--- config.mk ---
export PLATFORM = sky130hd
export DESIGN_NAME = csadd32_arbiter
export DESIGN_NICKNAME = d
export VERILOG_FILES = /design/src/rtl/csadd32_arbiter.sv
export SDC_FILE = /design/constraint.sdc
export NUM_CORES = 1
export LEC_CHECK = 0
export ABC_CLOCK_PERIOD_IN_PS = 5000
export BUFFER_PORTS_ARGS = -buffer_cell sky130_fd_sc_hd__buf_2
export CORE_MARGIN = 8
export CORE_UTILIZATION = 30
export DETAILED_ROUTE_END_ITERATION = 10
export SLEW_MARGIN = 15
export SYNTH_ARGS = -nofsm -noshare
export SYNTH_HDL_FRONTEND = slang
export SYNTH_SLANG_ARGS = --single-unit
--- constraint.sdc ---
create_clock -name clk -period 5 [get_ports clk]
set_input_delay 0.5 -clock clk [delete_from_list [all_inputs] [get_ports clk]]
set_output_delay 0.5 -clock clk [all_outputs]
set_load 0.1 [all_outputs]
--- src/rtl/csadd32_arbiter.sv ---
// Round-robin share of one carry-select 32-bit adder among N valid/ready requesters.
// Grant-to-result latency 2 cycles; the result is held in HOLD until resp_ready, and no new grant is made meanwhile.

module csadd32 (
  input  logic [31:0] a,
  input  logic [31:0] b,
  input  logic        cin,
  output logic [31:0] sum,
  output logic        cout
);
  logic [8:0] c;

  assign c[0] = cin;

  // Each 4-bit block precomputes both carry-in cases; the incoming carry only steers the muxes.
  for (genvar g = 0; g < 8; g++) begin : g_blk
    logic [4:0] s0;
    logic [4:0] s1;
    assign s0 = {1'b0, a[4*g +: 4]} + {1'b0, b[4*g +: 4]};
    assign s1 = {1'b0, a[4*g +: 4]} + {1'b0, b[4*g +: 4]} + 5'd1;
    assign sum[4*g +: 4] = c[g] ? s1[3:0] : s0[3:0];
    assign c[g+1]        = c[g] ? s1[4]   : s0[4];
  end

  assign cout = c[8];
endmodule

module csadd32_arbiter #(
  parameter int N    = 4,
  parameter int ID_W = 2
) (
  input  logic              clk,
  input  logic              rst,
  input  logic [N-1:0]      req_valid,
  output logic [N-1:0]      req_ready,
  input  logic [32*N-1:0]   req_a,
  input  logic [32*N-1:0]   req_b,
  input  logic [N-1:0]      req_cin,
  output logic              resp_valid,
  input  logic              resp_ready,
  output logic [ID_W-1:0]   resp_id,
  output logic [31:0]       resp_sum,
  output logic              resp_cout
);
  typedef enum logic [1:0] {IDLE, CALC, HOLD} state_t;

  state_t          state_q, state_d;
  logic [ID_W-1:0] ptr_q, ptr_d;
  logic [ID_W-1:0] op_id_q, op_id_d;
  logic [ID_W-1:0] resp_id_q, resp_id_d;
  logic [31:0]     op_a_q, op_a_d;
  logic [31:0]     op_b_q, op_b_d;
  logic            op_cin_q, op_cin_d;
  logic [31:0]     resp_sum_q, resp_sum_d;
  logic            resp_cout_q, resp_cout_d;

  logic [2*N-1:0]  rot;
  logic [ID_W-1:0] win;
  logic            found;
  logic [31:0]     sum_w;
  logic            cout_w;
  int              w;

  csadd32 u_add (
    .a   (op_a_q),
    .b   (op_b_q),
    .cin (op_cin_q),
    .sum (sum_w),
    .cout(cout_w)
  );

  // Rotating the doubled valid vector by ptr turns the wrap-around search into a plain lowest-bit search.
  always_comb begin
    rot   = {req_valid, req_valid} >> ptr_q;
    found = 1'b0;
    win   = '0;
    w     = 0;
    for (int k = 0; k < N; k++) begin
      if (!found && rot[k]) begin
        found = 1'b1;
        w     = int'(ptr_q) + k;
        if (w >= N) w = w - N;
        win   = ID_W'(w);
      end
    end
  end

  always_comb begin
    req_ready = '0;
    if (state_q == IDLE && !rst && found) req_ready = {{(N-1){1'b0}}, 1'b1} << win;
  end

  always_comb begin
    state_d     = state_q;
    ptr_d       = ptr_q;
    op_id_d     = op_id_q;
    op_a_d      = op_a_q;
    op_b_d      = op_b_q;
    op_cin_d    = op_cin_q;
    resp_id_d   = resp_id_q;
    resp_sum_d  = resp_sum_q;
    resp_cout_d = resp_cout_q;
    case (state_q)
      IDLE: begin
        if (found) begin
          op_a_d   = req_a[32*win +: 32];
          op_b_d   = req_b[32*win +: 32];
          op_cin_d = req_cin[win];
          op_id_d  = win;
          ptr_d    = (win == ID_W'(N-1)) ? '0 : win + ID_W'(1);
          state_d  = CALC;
        end
      end
      CALC: begin
        resp_sum_d  = sum_w;
        resp_cout_d = cout_w;
        resp_id_d   = op_id_q;
        state_d     = HOLD;
      end
      HOLD: begin
        if (resp_ready) state_d = IDLE;
      end
      default: state_d = IDLE;
    endcase
  end

  always_ff @(posedge clk) begin
    if (rst) begin
      state_q     <= IDLE;
      ptr_q       <= '0;
      op_id_q     <= '0;
      op_a_q      <= '0;
      op_b_q      <= '0;
      op_cin_q    <= 1'b0;
      resp_id_q   <= '0;
      resp_sum_q  <= '0;
      resp_cout_q <= 1'b0;
    end else begin
      state_q     <= state_d;
      ptr_q       <= ptr_d;
      op_id_q     <= op_id_d;
      op_a_q      <= op_a_d;
      op_b_q      <= op_b_d;
      op_cin_q    <= op_cin_d;
      resp_id_q   <= resp_id_d;
      resp_sum_q  <= resp_sum_d;
      resp_cout_q <= resp_cout_d;
    end
  end

  assign resp_valid = (state_q == HOLD);
  assign resp_id    = resp_id_q;
  assign resp_sum   = resp_sum_q;
  assign resp_cout  = resp_cout_q;
endmodule
==> impl_results.rst <==
.. list-table::
   :header-rows: 1

   * - Metric
     - Value
   * - Main synth FF type
     - sky130_fd_sc_hd__dfxtp_1
   * - Maximum number of pins on one net before global-route repair
     - 83
   * - Maximum cell stage delay along the critical path
     - 490 ps
   * - Maximum level of the CTS H-tree
     - 3
   * - Antenna Nets Post-Route
     - 0
   * - Share of the clock period used by the worst path
     - 94.3%
   * - Run status
     - finished, final reports clean
   * - Detailed Route WL
     - 25.7 mm
   * - Setup repair after global routing missed its margin
     - no
   * - Routed wire per std cell
     - 16.0 µm
   * - Capturing element type of the critical path
     - flip-flop
   * - Critical path startpoint category
     - flip-flop
   * - Final core utilization
     - 39.3%
   * - Aggregate global-route resource usage
     - 16.3%
   * - Net count of the finished layout
     - 1602
   * - Count of input and output buffers
     - 306
   * - Count of standard-cell rows
     - 57
   * - Residual overflow from global routing
     - 0
   * - Buffer levels on the longest clock path
     - 2
   * - Buffer cell driving the clock tree root
     - sky130_fd_sc_hd__clkbuf_16
   * - Nets in the synthesized netlist
     - 1349
   * - Die outline area
     - 30100 µm²
   * - Clk_lat worst skew
     - 350 ps
   * - Sum of internal, switching and leakage power
     - 0.00385 W
   * - Setup slack at placement
     - 141 ps
   * - Highest-count cells in the layout ignoring fill and taps
     - sky130_fd_sc_hd__buf_2 (305), sky130_fd_sc_hd__nand2_1 (277), sky130_fd_sc_hd__a21oi_1 (107), sky130_fd_sc_hd__dfxtp_1 (106), sky130_fd_sc_hd__nor2_1 (105)
   * - Sequential fraction of the synthesis area
     - 28.6%
   * - Cells after Synth
     - 1030
   * - Clock tree sinks
     - 106
   * - Setup WS post-layout
     - 284 ps
   * - Clk_skew
     - 9.19 ps
   * - Adder-cell area share of the yosys netlist
     - 9.57%
   * - Clk slew on worst S/H paths
     - 70 ps
   * - HPWL after detailed placement
     - 19.6 mm
   * - Global-route wire length before repair
     - 40.7 mm
   * - CTS tree
     - built
   * - Cell area after synthesis
     - 7430 µm²
   * - Number of violations reported at the end of detailed-routing iteration 0
     - 305
   * - Largest family of logic cells by synthesized area
     - simple AND/OR/NAND/NOR gates
   * - Power per standard cell area
     - 402 nW/µm²
   * - Worst reg2reg startpoint
     - op_a_q[0]
   * - Initial antenna violation count
     - 5
   * - Max Clock Freq
     - 212 MHz
   * - Number of hold-repair buffers added at the cts stage
     - 0
   * - First-pass DRT Iterations
     - 4
   * - Final hold slack
     - 446 ps
   * - Final setup violation count
     - 0
   * - Worst hold path class
     - primary input to flip-flop
   * - Area overhead of the layout relative to synthesis
     - 28.8%
   * - CP arrival
     - 4960 ps
   * - Synth Area in Compound Gates
     - 20.7%
   * - Max-cap viol count
     - 0
   * - Distinct cell type count of the synthesized netlist
     - 49
   * - Ratio of cells with drive above 1 in the final layout
     - 27.0%
   * - Max Fanout on Critical Path
     - 8
   * - Count of flip-flops with a built-in enable after synthesis
     - 0
   * - Synth Area in XOR/XNOR
     - 5.32%
   * - Starting density of the core
     - 30.5%
   * - Post-synthesis sequential element count
     - 106
   * - Worst hold start
     - resp_ready
   * - Final weighted congestion of routability-driven global placement
     - 0.785
   * - Standby leakage power
     - 4.61 nW
   * - Number of hold violations in the final report
     - 0
   * - Yosys warnings
     - 0
   * - Final TNS setup
     - 0 ps
   * - Worst Path Required
     - 5240 ps
   * - Slew at the pin closest to its max-slew limit
     - 910 ps
   * - Critical path class
     - flip-flop to flip-flop
   * - Detailed-route vias per instance
     - 4.95
   * - Leading cell type in the layout, fill and taps excluded
     - sky130_fd_sc_hd__buf_2
   * - Max-slew violation count
     - 0
   * - Post-route DRC violation count
     - 0
   * - Avg Synthesized Cell Area
     - 7.21 µm²
   * - Routed vias
     - 7982
   * - Critical path launch point
     - op_a_q[0]
   * - Die Span X
     - 173 µm
   * - Ordered cell list for the critical path
     - ha_1 > inv_1 > fa_1 > inv_1 > ha_1 > nand2_1 > a2111oi_4 > nor2_1 > a21boi_2 > mux2i_1 > a221oi_4 > nand4_2 > mux2_4 > mux2i_4 > mux2i_4 > xnor2_4 > a311o_1 > a32o_1
   * - Area of the placeable core
     - 24300 µm²
   * - Fraction of the mapped netlist area in simple logic gates
     - 28.0%
   * - Vias in the first global route
     - 7924
   * - Minimum period implied by the final worst setup slack
     - 4720 ps
   * - Peak supply drop
     - 0.000171 V
   * - Multiplexer area fraction after synthesis
     - 3.00%
   * - IO Count
     - 307
   * - Height of the chip
     - 173 µm
   * - Post-synthesis async set-or-reset flop share
     - 0%
   * - CTS buffer count
     - 9
   * - Cell at the slowest stage of the critical path
     - sky130_fd_sc_hd__fa_1
   * - Worst slew margin relative to its limit
     - 39.3%
   * - Filler instances
     - 2586
## critical path, delay by kind of cell (launching register included)
kind / cells / cell delay [ps]
AOI/OAI and AO/OA: 5 / 1570
muxes: 4 / 1130
adders and majority gates: 3 / 850
and+or+nand+nor: 3 / 430
DFF: 1 / 330
xor gates and xnor gates: 1 / 160
buffers and inverters: 2 / 150
## area by class of cell
| type | instances | area [µm²] | share of cell area (%) |
|---|---|---|---|
| Inverter | 20 | 77.6 | 0.811 |
| Timing Repair Buffer | 318 | 1650 | 17.2 |
| Tap cell | 324 | 405 | 4.24 |
| Sequential cell | 106 | 2120 | 22.2 |
| Clock buffer | 12 | 236 | 2.47 |
| Antenna cell | 1 | 2.50 | 0.0262 |
| Clock inverter | 4 | 52.6 | 0.549 |
| Multi-Input combinational cell | 828 | 5020 | 52.5 |
## synthesized netlist by cell type, types with 11 or more instances
library cell               count  share of area, %
sky130_fd_sc_hd__a21o_1       13               1.3
sky130_fd_sc_hd__dfxtp_1     106                29
sky130_fd_sc_hd__clkbuf_1     72               3.6
sky130_fd_sc_hd__xnor2_1      24               2.8
sky130_fd_sc_hd__a21oi_1     107               7.2
sky130_fd_sc_hd__inv_1        19              0.96
sky130_fd_sc_hd__o22ai_1      11              0.93
sky130_fd_sc_hd__nor2_1      105               5.3
sky130_fd_sc_hd__a311oi_1     58               6.8
sky130_fd_sc_hd__nand2_1     277                14
sky130_fd_sc_hd__ha_1         44               7.4
sky130_fd_sc_hd__xor2_1       18               2.1
sky130_fd_sc_hd__mux2i_1      16               2.2
sky130_fd_sc_hd__a211oi_1     20               2.0
sky130_fd_sc_hd__and3_1       58               4.9
## report_power, final
part / switching, W / internal (W) / leakage (nW) / total [W]
clock network: 0.000314 / 0.000389 / 0.129 / 0.000704
registers: 0.000104 / 0.000999 / 0.874 / 0.00110
logic: 0.00133 / 0.000718 / 3.61 / 0.00204
## registers in the layout, indices dropped and copies added (netlist names)
register   count
op_a_q        32
op_b_q        32
op_cin_q       1
op_id_q        2
ptr_q          2
resp_cout      1
resp_id        2
resp_sum      32
state_q        2
## layer usage
metal | up-vias | global-route usage [%] | wire (µm)
li1 | 4095 | - | -
met1 | 3633 | 19.1 | 11100
met2 | 226 | 28.3 | 12400
met3 | 22 | 5.14 | 1880
met4 | 6 | 3.70 | 310
met5 | - | 0 | 32
## stage by stage
step,cells,area (µm²)
final,1613,9570
after global routing,1613,9570
after CTS,1611,9510
after detailed placement,1595,9230
after global placement,1595,9230
after floorplan,1030,7430
## worst paths after layout
check / cells past startpoint / to / slack [ps]
worst max register to register: 18 / resp_cout / 280
worst min register to register: 2 / resp_sum[1] / 450
worst min-delay path: 3 / state_q[1] / 450
worst max-delay path: 18 / resp_cout / 280
## kinds of logic (layout without fill, tap and decap cells)
logic type,Yosys count,in the layout
compound gates,228,228
fa+ha+maj,52,52
flops,106,106
xor+xnor,43,43
mux,20,20
other cells,0,1
simple gates,485,485
buf+inv,96,354
## timing repair
action                                  in CTS  in global routing
resized for setup                            0                  5
hold endpoints to repair                     0                  0
endpoints found under the setup margin       0                  6
buffers inserted                             0                  1
No activity file was read; power rests on OpenSTA's default activity.
